### config.mk
export PLATFORM = sky130hd
export DESIGN_NAME = rv32_long_op_scoreboard
export DESIGN_NICKNAME = d
export VERILOG_FILES = /design/src/rtl/rv32_types.sv /design/src/rtl/rv32_resp_fifo.sv /design/src/rtl/rv32_long_op_scoreboard.sv
export SDC_FILE = /design/constraint.sdc
export NUM_CORES = 1
export LEC_CHECK = 0
export ABC_AREA = 1
export CELL_PAD_IN_SITES_DETAIL_PLACEMENT = 0
export CELL_PAD_IN_SITES_GLOBAL_PLACEMENT = 2
export CORE_MARGIN = 2
export CORE_UTILIZATION = 28
export CTS_BUF_LIST = sky130_fd_sc_hd__clkbuf_4 sky130_fd_sc_hd__clkbuf_8
export CTS_CLUSTER_SIZE = 8
export DETAILED_ROUTE_END_ITERATION = 12
export PLACE_DENSITY = 0.87
export SYNTH_ARGS = -nofsm -noshare
export SYNTH_HDL_FRONTEND = slang
export SYNTH_SLANG_ARGS = --single-unit
### constraint.sdc
create_clock -name clk -period 2.75 [get_ports clk]
set_input_delay 0.275 -clock clk [delete_from_list [all_inputs] [get_ports clk]]
set_output_delay 0.275 -clock clk [all_outputs]
set_load 0.05 [all_outputs]
### src/rtl/rv32_types.sv
// ============================================================================
// Module      : rv32_types (package)
// Description : Shared RV32 core types and constants: register id type,
//               register-file read-port count and the long-op response record
//               carried from the long-latency units back to writeback.
// Revision    : 1.0 - initial release
// ============================================================================
`default_nettype none

package rv32_types;

    // Number of source operands decode can present in one instruction.
    localparam int CORE_RF_NUM_READ = 3;

    // Long-latency operations that may be issued but not yet retired.
    localparam int LONG_OP_MAX_OUTSTANDING = 4;

    typedef logic [4:0] rv_reg_id_t;

    typedef struct packed {
        rv_reg_id_t  rd;
        logic [31:0] data;
    } long_resp_t;

endpackage

`default_nettype wire

### src/rtl/rv32_resp_fifo.sv
// ============================================================================
// Module      : rv32_resp_fifo
// Description : Synchronous FIFO of long_resp_t records with full/empty flags
//               and asynchronous active-high reset. A push while full and a
//               pop while empty are ignored.
// Ports       : clk, reset        - clock, async active-high reset
//               push, push_data   - write request and record
//               pop               - remove the head record
//               head              - current head record (valid when !empty)
//               full, empty       - occupancy flags
// Revision    : 1.0 - initial release
// ============================================================================
`default_nettype none

module rv32_resp_fifo
    import rv32_types::*;
#(
    parameter int DEPTH = 2
) (
    input  logic       clk,
    input  logic       reset,
    input  logic       push,
    input  long_resp_t push_data,
    input  logic       pop,
    output long_resp_t head,
    output logic       full,
    output logic       empty
);

    localparam int PTR_W = (DEPTH > 1) ? $clog2(DEPTH) : 1;
    localparam int CNT_W = $clog2(DEPTH + 1);
    localparam logic [PTR_W-1:0] C_LAST_PTR = PTR_W'(DEPTH - 1);
    localparam logic [CNT_W-1:0] C_DEPTH    = CNT_W'(DEPTH);

    long_resp_t       r_mem [DEPTH];
    logic [PTR_W-1:0] r_rd_ptr;
    logic [PTR_W-1:0] r_wr_ptr;
    logic [CNT_W-1:0] r_count;

    logic w_do_push;
    logic w_do_pop;

    assign w_do_push = push & ~full;
    assign w_do_pop  = pop & ~empty;

    // Storage carries no reset; the head is only consumed while !empty.
    always_ff @(posedge clk) begin
        if (w_do_push) begin
            r_mem[r_wr_ptr] <= push_data;
        end
    end

    always_ff @(posedge clk or posedge reset) begin
        if (reset) begin
            r_rd_ptr <= '0;
            r_wr_ptr <= '0;
            r_count  <= '0;
        end else begin
            if (w_do_push) begin
                r_wr_ptr <= (r_wr_ptr == C_LAST_PTR) ? '0 : r_wr_ptr + PTR_W'(1);
            end
            if (w_do_pop) begin
                r_rd_ptr <= (r_rd_ptr == C_LAST_PTR) ? '0 : r_rd_ptr + PTR_W'(1);
            end
            case ({w_do_push, w_do_pop})
                2'b10:   r_count <= r_count + CNT_W'(1);
                2'b01:   r_count <= r_count - CNT_W'(1);
                default: r_count <= r_count;
            endcase
        end
    end

    assign head  = r_mem[r_rd_ptr];
    assign full  = (r_count == C_DEPTH);
    assign empty = (r_count == '0);

endmodule

`default_nettype wire

### src/rtl/rv32_long_op_scoreboard.sv
// ============================================================================
// Module      : rv32_long_op_scoreboard
// Description : Decode-stage scoreboard for long-latency operations. Tracks
//               pending destination registers, stalls decode on RAW/WAW
//               hazards and on the outstanding-op limit, buffers long-unit
//               responses and arbitrates the single RF write port between
//               pipeline writeback and buffered responses with a starvation
//               guard.
// Ports       : clk, reset                    - clock, async active-high reset
//               dec_rs/use_rs/rd/writes_rd/is_long/advance - decode view
//               stall                         - hazard stall to decode
//               lu_resp_valid/ready/rd/data   - long-unit response handshake
//               pipe_wb_en/rd/data            - pipeline writeback request
//               pipe_hold                     - pipeline WB must retry
//               rf_we/waddr/wdata             - register-file write port
// Revision    : 1.0 - initial release
// ============================================================================
`default_nettype none

module rv32_long_op_scoreboard
    import rv32_types::*;
#(
    parameter int NUM_READ        = CORE_RF_NUM_READ,
    parameter int MAX_OUTSTANDING = LONG_OP_MAX_OUTSTANDING,
    parameter int RESP_DEPTH      = 2,
    parameter int STARVE_LIMIT    = 8
) (
    input  logic                      clk,
    input  logic                      reset,
    input  rv_reg_id_t [NUM_READ-1:0] dec_rs,
    input  logic [NUM_READ-1:0]       dec_use_rs,
    input  rv_reg_id_t                dec_rd,
    input  logic                      dec_writes_rd,
    input  logic                      dec_is_long,
    input  logic                      dec_advance,
    output logic                      stall,
    input  logic                      lu_resp_valid,
    output logic                      lu_resp_ready,
    input  rv_reg_id_t                lu_resp_rd,
    input  logic [31:0]               lu_resp_data,
    input  logic                      pipe_wb_en,
    input  rv_reg_id_t                pipe_wb_rd,
    input  logic [31:0]               pipe_wb_data,
    output logic                      pipe_hold,
    output logic                      rf_we,
    output rv_reg_id_t                rf_waddr,
    output logic [31:0]               rf_wdata
);

    localparam int OUT_W    = $clog2(MAX_OUTSTANDING + 1);
    localparam int STARVE_W = $clog2(STARVE_LIMIT + 1);
    localparam logic [OUT_W-1:0]    C_OUT_MAX    = OUT_W'(MAX_OUTSTANDING);
    localparam logic [STARVE_W-1:0] C_STARVE_MAX = STARVE_W'(STARVE_LIMIT);

    logic [31:0]         r_pend;
    logic [OUT_W-1:0]    r_outstanding;
    logic [STARVE_W-1:0] r_starve;

    logic [31:0] w_pend_next;
    long_resp_t  w_push_data;
    long_resp_t  w_head;
    logic        w_full;
    logic        w_empty;
    logic        w_push;
    logic        w_pop;
    logic        w_issue_long;
    logic        w_head_zero;
    logic        w_force;

    assign w_issue_long  = dec_advance & dec_is_long;
    assign w_push        = lu_resp_valid & ~w_full;
    assign w_push_data   = '{rd: lu_resp_rd, data: lu_resp_data};
    assign lu_resp_ready = ~w_full;
    assign w_head_zero   = ~w_empty & (w_head.rd == 5'd0);
    assign w_force       = ~w_empty & (r_starve == C_STARVE_MAX);

    rv32_resp_fifo #(
        .DEPTH (RESP_DEPTH)
    ) u_resp_fifo (
        .clk       (clk),
        .reset     (reset),
        .push      (w_push),
        .push_data (w_push_data),
        .pop       (w_pop),
        .head      (w_head),
        .full      (w_full),
        .empty     (w_empty)
    );

    // ------------------------------------------------------------------
    // Hazard stall: purely from registered pend/outstanding plus decode.
    // ------------------------------------------------------------------
    always_comb begin
        stall = 1'b0;
        for (int i = 0; i < NUM_READ; i++) begin
            if (dec_use_rs[i] && r_pend[dec_rs[i]]) begin
                stall = 1'b1;
            end
        end
        if (dec_writes_rd && r_pend[dec_rd]) begin
            stall = 1'b1;
        end
        if (dec_is_long && (r_outstanding == C_OUT_MAX)) begin
            stall = 1'b1;
        end
    end

    // ------------------------------------------------------------------
    // Write-port arbitration. An x0 head is discarded without using the
    // RF, so it never holds the pipeline back even when it would force.
    // ------------------------------------------------------------------
    always_comb begin
        w_pop     = 1'b0;
        pipe_hold = 1'b0;
        rf_we     = 1'b0;
        rf_waddr  = '0;
        rf_wdata  = '0;
        if (w_head_zero) begin
            w_pop = 1'b1;
            if (pipe_wb_en) begin
                rf_we    = 1'b1;
                rf_waddr = pipe_wb_rd;
                rf_wdata = pipe_wb_data;
            end
        end else if (w_force) begin
            w_pop     = 1'b1;
            pipe_hold = 1'b1;
            rf_we     = 1'b1;
            rf_waddr  = w_head.rd;
            rf_wdata  = w_head.data;
        end else if (pipe_wb_en) begin
            rf_we    = 1'b1;
            rf_waddr = pipe_wb_rd;
            rf_wdata = pipe_wb_data;
        end else if (!w_empty) begin
            w_pop    = 1'b1;
            rf_we    = 1'b1;
            rf_waddr = w_head.rd;
            rf_wdata = w_head.data;
        end
        // Keep the RF quiet while reset is asserted even if WB is requested.
        if (reset) begin
            pipe_hold = 1'b0;
            rf_we     = 1'b0;
            rf_waddr  = '0;
            rf_wdata  = '0;
        end
    end

    // ------------------------------------------------------------------
    // Scoreboard next state. Set and clear never target the same register
    // in one cycle: the WAW stall keeps a pending rd from being re-issued.
    // ------------------------------------------------------------------
    always_comb begin
        w_pend_next = r_pend;
        if (w_pop && !w_head_zero) begin
            w_pend_next[w_head.rd] = 1'b0;
        end
        if (w_issue_long && dec_writes_rd && (dec_rd != 5'd0)) begin
            w_pend_next[dec_rd] = 1'b1;
        end
        w_pend_next[0] = 1'b0;
    end

    always_ff @(posedge clk or posedge reset) begin
        if (reset) begin
            r_pend        <= '0;
            r_outstanding <= '0;
            r_starve      <= '0;
        end else begin
            r_pend <= w_pend_next;

            case ({w_issue_long, w_pop})
                2'b10:   r_outstanding <= r_outstanding + OUT_W'(1);
                2'b01:   r_outstanding <= r_outstanding - OUT_W'(1);
                default: r_outstanding <= r_outstanding;
            endcase

            // A non-empty buffer that did not pop was blocked by the pipeline.
            if (w_empty || w_pop) begin
                r_starve <= '0;
            end else if (r_starve != C_STARVE_MAX) begin
                r_starve <= r_starve + STARVE_W'(1);
            end
        end
    end

    // ------------------------------------------------------------------
    // Protocol checks on the surrounding units.
    // ------------------------------------------------------------------
    a_resp_pending: assert property (@(posedge clk) disable iff (reset)
        (w_push && (lu_resp_rd != 5'd0)) |-> r_pend[lu_resp_rd]);

    a_wb_not_pending: assert property (@(posedge clk) disable iff (reset)
        pipe_wb_en |-> !r_pend[pipe_wb_rd]);

endmodule

`default_nettype wire

==> impl_metrics.ini, run 1 <==
[place]
gp_congestion = 0.826
pre_cts_ws_ns = 0.165
placedCellCount = 1282
portBuffers = 144
dpl-instance-area_um2 = 9050
dp_hpwl_um = 15700

[synthesis]
yosysUniqueCellTypes = 31
synth_area_leaders = edfxtp_1 33%, dfrtp_1 15%, nand2_1 13%
syn-num-nets = 940
yosysSeqAreaShare_pct = 48.3
avgSynthCellArea_um2 = 8.16
synth_top_cell_by_area = edfxtp_1
synth.top_cell.area_share_pct = 32.8
synth.cell_area_um2 = 6780
ys_ff_latch = 116
yosysWarnings = 0
synthCells = 831

[critical_path]
crit_path_start_kind = flop
end_kind = output port
cp.arrival_ns = 2.40
cp_max_fo = 13
reg2reg_to = r_outstanding[2]$_DFFE_PP0P_
critPathKind = reg2out
reg2regPathDepth = 14
ff2ff_setup_slack_ns = 0.24
critical_path_required_ns = 2.48
timing.rr.start = r_starve[0]$_DFFE_PP0P_

[die]
ios = 145
core-area_um2 = 23600
start_util_pct = 28.7
die_w_um = 160
die_area_um2 = 25500
rows = 56
fp.dieH_um = 160

[layout]
postLayoutCellArea_um2 = 9830
final_common_cell = nand2_1
nets = 1110
fin_util_pct = 41.6
final_cell_mix = 226 x nand2_1, 108 x inv_1, 108 x nand3_1
n_antenna_cell = 0
drive_gt1_share_pct = 19.1
syn_to_final_growth_pct = 44.9
fin_cells = 1333

[detailed_routing]
drt_iter0_drc = 333
vias = 6289
drcViolationCount = 0
vias_per_cell = 4.72
drt-total-wl_um = 21600
ant_nets = 0
wl_per_cell_um = 16.2
firstDrtPassIters = 5

[timing]
worstMarginPinSlew_ns = 1.17
slew_headroom_pct = 22.0
layout_setup_ws_ns = 0.0781
hold-worst-slack_ns = 0.405
finalSetupTns_ns = 0
final-hold-violation-count = 0
period_share_pct = 97.2
rsz0062_at_grt = true
finalClockSkew_ns = 0.00701
setup_viol = 0
fin_crit_ns = 2.67
fmax_ghz = 0.374
slew_violations = 0

[min_path]
holdCritPathClass = in2reg
hold_start = pipe_wb_en
hold-path-endpoint = r_pend[29]$_DFF_PP0_
min_path_cells = 6

[grt]
grtUsageTotal_pct = 16.8
antenna_found_initial = 0
grt_first_pass_wirelength_um = 33700
grt_max_degree = 43
grt_pass1_vias = 6014
grt_overflow = 0

[power]
vdd_drop_max_uv = 531
clock_power_share_pct = 20.4
p_comb_share_pct = 45.4
p_sw_mw = 3.10
p_total_mw = 7.78
p_int_mw = 4.68
powerDensity_nw_per_um2 = 792
leakagePower_nw = 4.14
swShare_pct = 39.9
seqPwrFrac_pct = 34.2

[outcome]
outcome = finished clean

[clocking]
clock_sinks = 116
clk-insertion-delay-late_ns = 0.44
clk_pin_slew_worst_paths_ns = 0.06
htreeDepth = 4
cts_tree = built
cts_hold_buf = 0
root_buffer = clkbuf_8
cts_buffer_depth = 2
cts_made_buffers = 17

[flow_run]
maxCapViolCount = 0
cell usage after synthesis, drive strengths merged:
| cell | number |
|---|---|
| nor3 | 9 |
| a21oi | 43 |
| clkbuf | 24 |
| and2 | 1 |
| fa | 1 |
| nor2 | 26 |
| inv | 111 |
| o211ai | 36 |
| nand3 | 129 |
| edfxtp | 74 |
| xnor2 | 5 |
| nand4 | 3 |
| or2 | 1 |
| nand2 | 229 |
| dfrtp | 42 |
| o21ai | 76 |
| ha | 4 |
| buf | 15 |
| xor2 | 2 |
cells by family after synthesis:
group	synth area share (%)
flops	48.3
simple gates	26.7
xor+xnor	0.904
compound gates	13.9
buf+inv	9.15
fa+ha+maj	1.03
critical path: stages, from the launching register on:
cell and delay, ns:
dfrtp_1 0.41, inv_1 0.07, ha_1 0.14, inv_1 0.05, nor2_2 0.10, nand2_1 0.09
a21oi_2 0.23, nand2_4 0.10, inv_8 0.09, buf_12 0.14, o211ai_1 0.16, a21oi_2 0.22
buf_12 0.17
timing repair:
action                     4_1_cts  5_1_grt
setup endpoints to repair       36       38
hold endpoints to repair         0        0
resized for setup               28       12
cloned                           1        3
buffers inserted                 7        8
pin swaps                        1       29
final cells by class:
type	count	area [um2]
clock buffers	20	263
clock inverters	12	136
fillers	2365	13800
inverters	111	424
multi-input cells	565	3030
flip-flops and latches	116	3270
well taps	319	399
repair buffers	190	2290
registers in the layout, indices dropped and copies added, names as in the netlist:
signal / cells
r_outstanding: 3
r_pend: 31
r_starve: 4
u_resp_fifo.r_count: 2
u_resp_fifo.r_mem: 74
u_resp_fifo.r_rd_ptr: 1
u_resp_fifo.r_wr_ptr: 1
power by group through the flow:
stage,registers [mW],clock network (mW),logic (mW)
floorplan,2.57,0,2.02
global placement,2.69,0,3.26
detailed placement,2.70,0,3.30
CTS,2.66,1.62,3.45
global route,2.71,1.71,3.86
finish,2.66,1.59,3.53
worst max path at each step:
stage	start	cells after the start	end
after detailed placement	u_resp_fifo.r_rd_ptr$_DFFE_PP0P_	11	r_outstanding[2]$_DFFE_PP0P_
after floorplan	r_starve[0]$_DFFE_PP0P_	11	rf_wdata[26]
final	r_starve[0]$_DFFE_PP0P_	12	rf_wdata[1]
after CTS	u_resp_fifo.r_rd_ptr$_DFFE_PP0P_	11	rf_wdata[8]
after global placement	u_resp_fifo.r_rd_ptr$_DFFE_PP0P_	11	r_outstanding[2]$_DFFE_PP0P_
after global routing	r_starve[0]$_DFFE_PP0P_	12	rf_wdata[1]
metal layers:
metal / global-route usage [%] / part of all wire (%) / vias to the layer above
met5: 0 / 0 / -
met4: 5.66 / 1.2 / 0
met3: 4.39 / 6.4 / 22
met2: 26.5 / 47 / 179
met1: 22.4 / 45 / 2967
li1: - / - / 3121
No activity file was read; power rests on OpenSTA's default activity.
==> run 2: changes to the inputs <==
--- a/config.mk
+++ b/config.mk
@@ -8,12 +8,13 @@
 export ABC_AREA = 1
 export CELL_PAD_IN_SITES_DETAIL_PLACEMENT = 0
 export CELL_PAD_IN_SITES_GLOBAL_PLACEMENT = 2
-export CORE_MARGIN = 2
-export CORE_UTILIZATION = 28
+export CORE_MARGIN = 4
+export CORE_UTILIZATION = 27
 export CTS_BUF_LIST = sky130_fd_sc_hd__clkbuf_4 sky130_fd_sc_hd__clkbuf_8
 export CTS_CLUSTER_SIZE = 8
 export DETAILED_ROUTE_END_ITERATION = 12
 export PLACE_DENSITY = 0.87
 export SYNTH_ARGS = -nofsm -noshare
 export SYNTH_HDL_FRONTEND = slang
+export SYNTH_HIERARCHICAL = 1
 export SYNTH_SLANG_ARGS = --single-unit
==> run 2 against run 1 <==
  * Clock power rose by 14%
  * Clock skew rose by 0.00091 ns
  * Fmax barely moved
  * Power rose by 7.6%
  * Utilization fell by 0.68 points
  * Global-route usage fell by 1.2 points
  * Setup slack barely moved
  * Area after synthesis rose by 0.24%
  * Critical path type unchanged
==> impl_metrics.ini, run 2 <==
[critical_path]
reg2reg_to = r_outstanding[2]$_DFFE_PP0P_
crit_path_start_kind = flop
path_cells = buf_6 > nand2_1 > o21ai_2 > inv_2 > nand3_2 > inv_2 > nand2_4 > a21oi_4 > buf_12 > clkbuf_16 > nand2_1 > a21oi_2 > buf_12
timing.rr.start = u_resp_fifo/r_rd_ptr$_DFFE_PP0P_
critPathMaxStageDelay_ns = 0.43
critical_path_required_ns = 2.48
critPathSlowestCell = dfrtp_2
end_kind = output port
reg2regPathDepth = 13
critPathKind = reg2out
ff2ff_setup_slack_ns = 0.45
critical_path.top_delay_family = buffers and inverters
cp_max_fo = 7
cp.arrival_ns = 2.40
worst-path-buf-inv = 6

[synthesis]
synth_top_cell_by_area = edfxtp_1
yosysMostFrequentCell = nand2_1
async_reset_ff_share_pct = 36.2
synth_compound_area_share_pct = 9.22
synth.top_cell.area_share_pct = 32.7
ys_ff_latch = 116
synth_area_leaders = edfxtp_1 33%, nand2_1 18%, dfrtp_1 15%
yosys_most_used_dff = edfxtp_1
synth_enable_flop_cells = 74
synth_mux_area_share_pct = 0
synth_top_family_by_area = simple AND/OR/NAND/NOR gates
yosysSeqAreaShare_pct = 48.2
synth_adder_area_share_pct = 1.03
synthCells = 906
syn-num-nets = 1015
yosysWarnings = 6
avgSynthCellArea_um2 = 7.50
synth.cell_area_um2 = 6800
yosys.area_share.simple_pct = 30.6
yosys.area_share.xor_xnor_pct = 0.644
synth_common_cells = 333 x nand2_1, 119 x nand3_1, 114 x inv_1, 74 x edfxtp_1, 74 x o21ai_0
yosysUniqueCellTypes = 28

[clocking]
cts_made_buffers = 17
htreeDepth = 4
cts_buffer_depth = 2
cts_tree = built
root_buffer = clkbuf_8
clk_pin_slew_worst_paths_ns = 0.07
cts_hold_buf = 0
clk-insertion-delay-late_ns = 0.43
clock_sinks = 116

[detailed_routing]
drt-total-wl_um = 23700
vias = 6592
wl_per_cell_um = 16.7
drcViolationCount = 0
vias_per_cell = 4.65
ant_nets = 0
firstDrtPassIters = 5
drt_iter0_drc = 402

[power]
powerDensity_nw_per_um2 = 834
leakagePower_nw = 4.33
vdd_drop_max_uv = 424
p_total_mw = 8.37

[timing]
setup_viol = 0
finalClockSkew_ns = 0.00792
final-hold-violation-count = 0
fin_crit_ns = 2.67
slew_violations = 0
slew_headroom_pct = 48.4
period_share_pct = 97.2
worstMarginPinSlew_ns = 0.774
fmax_ghz = 0.374
layout_setup_ws_ns = 0.0777

[grt]
antenna_found_initial = 1
grt_overflow = 0
use_met2_pct = 27.7
grtUsageMet1_pct = 19.5
grtUsageTotal_pct = 15.6
grt_pass1_vias = 6273
grt_first_pass_wirelength_um = 34300
top_usage_layer = met2
grt_max_degree = 63
met3_usage_pct = 2.87

[layout]
nets = 1189
reg_top3 = u_resp_fifo/r_mem x74, r_pend x31, r_starve x4
fill_cells = 2480
drive_gt1_share_pct = 16.5
n_antenna_cell = 0
final_cell_mix = 332 x nand2_1, 118 x nand3_1, 114 x inv_1
final_common_cell = nand2_1
syn_to_final_growth_pct = 47.7
top_register = u_resp_fifo/r_mem
largest_register_ffs = 74

[die]
core-area_um2 = 24500
ios = 145
fp.dieH_um = 167
start_util_pct = 27.7
die_area_um2 = 27800
die_w_um = 167
rows = 57

[place]
portBuffers = 144
pre_cts_ws_ns = 0.342
dp_hpwl_um = 16100
gp_congestion = 0.877

[flow_run]
maxCapViolCount = 0

[outcome]
outcome = finished clean

[min_path]
holdCritPathClass = in2async
==> run 2: area by class of cell <==
class	count	area (um2)	area share (%)
sequential	116	3270	32.6
tap	324	405	4.04
clock buffer	17	234	2.33
clock inverter	15	229	2.28
inverter	121	454	4.52
multi-input combinational	631	3010	29.9
timing repair buffer	193	2440	24.3
==> run 2: worst max path at each step <==
stage,from,to,slack [ns],depth (start not counted)
6_report,u_resp_fifo/r_rd_ptr$_DFFE_PP0P_,rf_wdata[21],0.08,13
2_1_floorplan,u_resp_fifo/r_rd_ptr$_DFFE_PP0P_,rf_waddr[0],0.13,12
5_1_grt,u_resp_fifo/r_rd_ptr$_DFFE_PP0P_,rf_waddr[0],-0.05,12
3_5_place_dp,dec_rd[0],stall,0.34,14
3_3_place_gp,dec_rd[0],stall,0.34,14
4_1_cts,u_resp_fifo/r_rd_ptr$_DFFE_PP0P_,rf_wdata[20],0.01,11
==> run 2: repair_timing <==
item | 4_1_cts | 5_1_grt
resized for setup | 3 | 16
cloned | 1 | 11
setup endpoints to repair | 37 | 37
pin swaps | 1 | 30
setup buffers | 2 | 12
==> run 2: power by group <==
group | leakage [nW] | internal, mW | switching, mW
registers | 1.24 | 2.37 | 0.319
logic | 2.87 | 1.54 | 2.31
clock network | 0.221 | 1.09 | 0.737
==> run 2: stage by stage <==
step | instance area [um2] | TNS (ns) | std cells | hold slack [ns] | util [%]
after floorplan | 6940 | 0 | 906 | 0.0411 | -
after global placement | 9160 | 0 | 1359 | 0.455 | 37.3
after detailed placement | 9160 | 0 | 1359 | 0.462 | 37.3
after CTS | 9670 | 0 | 1394 | 0.0812 | 39.4
after global routing | 10000 | -0.777 | 1417 | 0.121 | 40.9
final | 10000 | 0 | 1417 | 0.0956 | 40.9
==> run 2: per-layer routing <==
layer / routed length, um / share of wire, %
met1: 10300 / 44
met2: 11800 / 50
met3: 1100 / 4.6
met4: 399 / 1.7
met5: 0 / 0
==> run 2: cells by family after synthesis <==
logic type,count (synthesis)
xor+xnor,5
simple gates,500
flops,116
buf+inv,159
fa+ha+maj,5
compound gates,121
==> run 3: changes to the inputs <==
--- a/config.mk
+++ b/config.mk
@@ -8,6 +8,7 @@
 export ABC_AREA = 1
 export CELL_PAD_IN_SITES_DETAIL_PLACEMENT = 0
 export CELL_PAD_IN_SITES_GLOBAL_PLACEMENT = 2
+export CORE_ASPECT_RATIO = 0.7
 export CORE_MARGIN = 4
 export CORE_UTILIZATION = 27
 export CTS_BUF_LIST = sky130_fd_sc_hd__clkbuf_4 sky130_fd_sc_hd__clkbuf_8
==> run 3 against run 2 <==
  * Non-clock buffer count rose by 1
  * Sequential cell count did not move
  * Highest routed layer unchanged
  * Via count fell by 0.20%
  * Clock skew rose by 0.0035 ns
  * Final cell count rose by 0.14%
  * Clock-buffer cell count did not move
  * Sequential share of layout area barely moved
  * Fmax rose by 1.1%
  * Hold slack improved by 0.057 ns
==> impl_metrics.ini, run 3 (synthesis results as in run 2) <==
[detailed_routing]
wl_met2_um = 10200
drcViolationCount = 0
top_layer_used = met4
vias_per_cell = 4.64
met1_length_um = 11800
wl_per_cell_um = 16.4
vias = 6579
drt-total-wl_um = 23200
wl_met3_um = 1040
firstDrtPassIters = 5
drt_iter0_drc = 364
ant_nets = 0

[layout]
nets = 1190
multi_input_area_um2 = 3060
fin_util_pct = 40.7
fill_cells = 2422
syn_to_final_growth_pct = 47.9
seq_area_um2 = 3280
largest_register_ffs = 74
top_register = u_resp_fifo/r_mem
final_cell_mix = 323 x nand2_1, 118 x nand3_1, 113 x inv_1
n_antenna_cell = 0
final_common_cell = nand2_1
reg_top3 = u_resp_fifo/r_mem x74, r_pend x31, r_starve x4
fin_cells = 1419
drive_gt1_share_pct = 17.6

[critical_path]
timing.rr.start = u_resp_fifo/r_rd_ptr$_DFFE_PP0P_
critPathSlowestCell = dfrtp_2
reg2regPathDepth = 14
crit_path_start_kind = flop
crit_start = u_resp_fifo/r_rd_ptr$_DFFE_PP0P_
critical_path.top_delay_family = buffers and inverters
path_cells = buf_6 > o21ai_2 > buf_4 > nor2_4 > buf_6 > nand2_4 > a21oi_4 > buf_12 > clkbuf_16 > nand2_1 > a21oi_2 > buf_12
cp.arrival_ns = 2.37
critical_path_required_ns = 2.48
cp.depth = 12
cp_max_fo = 7
reg2reg_to = r_outstanding[2]$_DFFE_PP0P_
critPathMaxStageDelay_ns = 0.40
end_kind = output port
critPathKind = reg2out
worst-path-buf-inv = 6
endpoint = rf_waddr[3]
ff2ff_setup_slack_ns = 0.48

[timing]
finalClockSkew_ns = 0.0114
fmax_ghz = 0.378
setup_viol = 0
period_share_pct = 96.2
slew_headroom_pct = 58.7
fin_crit_ns = 2.64
layout_setup_ws_ns = 0.106
worstMarginPinSlew_ns = 0.615
slew_violations = 0
final-hold-violation-count = 0

[die]
die_area_um2 = 27800
start_util_pct = 27.5
fp.dieH_um = 141
core-area_um2 = 24700
die_w_um = 198
rows = 48
ios = 145

[min_path]
holdCritPathClass = in2async

[grt]
grt_overflow = 0
grt_first_pass_wirelength_um = 34300
grtUsageTotal_pct = 15.7
grt_pass1_vias = 5964
grt_max_degree = 67
antenna_found_initial = 0

[flow_run]
maxCapViolCount = 0

[clocking]
cts_tree = built
clk_pin_slew_worst_paths_ns = 0.08
htreeDepth = 4
clk-insertion-delay-late_ns = 0.41
cts_made_buffers = 17
cts_hold_buf = 0
cts_buffer_depth = 2
root_buffer = clkbuf_8
clock_sinks = 116

[place]
placedCellCount = 1364
gp_congestion = 0.866
portBuffers = 144
dp_hpwl_um = 16600
pre_cts_ws_ns = 0.242

[power]
leakagePower_nw = 4.31
powerDensity_nw_per_um2 = 821
p_total_mw = 8.25
vdd_drop_max_uv = 467

[outcome]
outcome = finished clean
==> run 3: cell types whose count changed in the layout (fill, tap and decap cells not counted), sizes merged <==
cell    change
clkinv      +1
bufinv      -1
buf         +2
clkbuf      -1
==> run 3: worst min path at each step <==
stage / endpoint
after floorplan: u_resp_fifo/r_count[0]$_DFFE_PP0P_
after global placement: u_resp_fifo/r_count[1]$_DFFE_PP0P_
after detailed placement: u_resp_fifo/r_count[1]$_DFFE_PP0P_
after CTS: r_pend[28]$_DFF_PP0_
after global routing: u_resp_fifo/r_count[0]$_DFFE_PP0P_
final: r_pend[13]$_DFF_PP0_
==> run 3: metal layers <==
metal / up-vias / track usage (%)
met5: - / 0
met4: 0 / 2.86
met3: 11 / 2.65
met2: 140 / 23.4
met1: 3149 / 24.0
li1: 3279 / -
==> run 3: final cells by class <==
| cell class | count | share of cell area (%) |
|---|---|---|
| sequential | 116 | 32.6 |
| multi-input combinational | 631 | 30.4 |
| timing repair buffer | 194 | 24.1 |
| inverter | 121 | 4.52 |
| tap | 325 | 4.05 |
| clock buffer | 17 | 2.33 |
| clock inverter | 15 | 2.03 |
==> run 3: tightest hold or removal path, stage by stage <==
cell and delay (ns):
buf_2 0.22, inv_1 0.09, buf_4 0.42
==> run 3: through the flow <==
step                      setup TNS (ns)  hold WS [ns]  area (um2)
after global placement                 0         0.455        9170
after floorplan                        0        0.0411        6940
final                                  0         0.152       10100
after global routing              -0.224         0.189       10100
after detailed placement               0         0.461        9170
after CTS                              0         0.130        9700
==> run 3: power by group <==
| group | leakage, nW | internal [mW] | switching [mW] | total (mW) |
|---|---|---|---|---|
| combinational | 2.87 | 1.53 | 2.32 | 3.86 |
| sequential | 1.23 | 2.37 | 0.270 | 2.64 |
| clock | 0.211 | 0.995 | 0.751 | 1.75 |
==> run 3: timing repair <==
action / 4_1_cts / 5_1_grt
pin swaps: 19 / 20
endpoints found under the setup margin: 36 / 39
setup buffers: 4 / 11
gates cloned: 1 / 8
resized for setup: 10 / 31
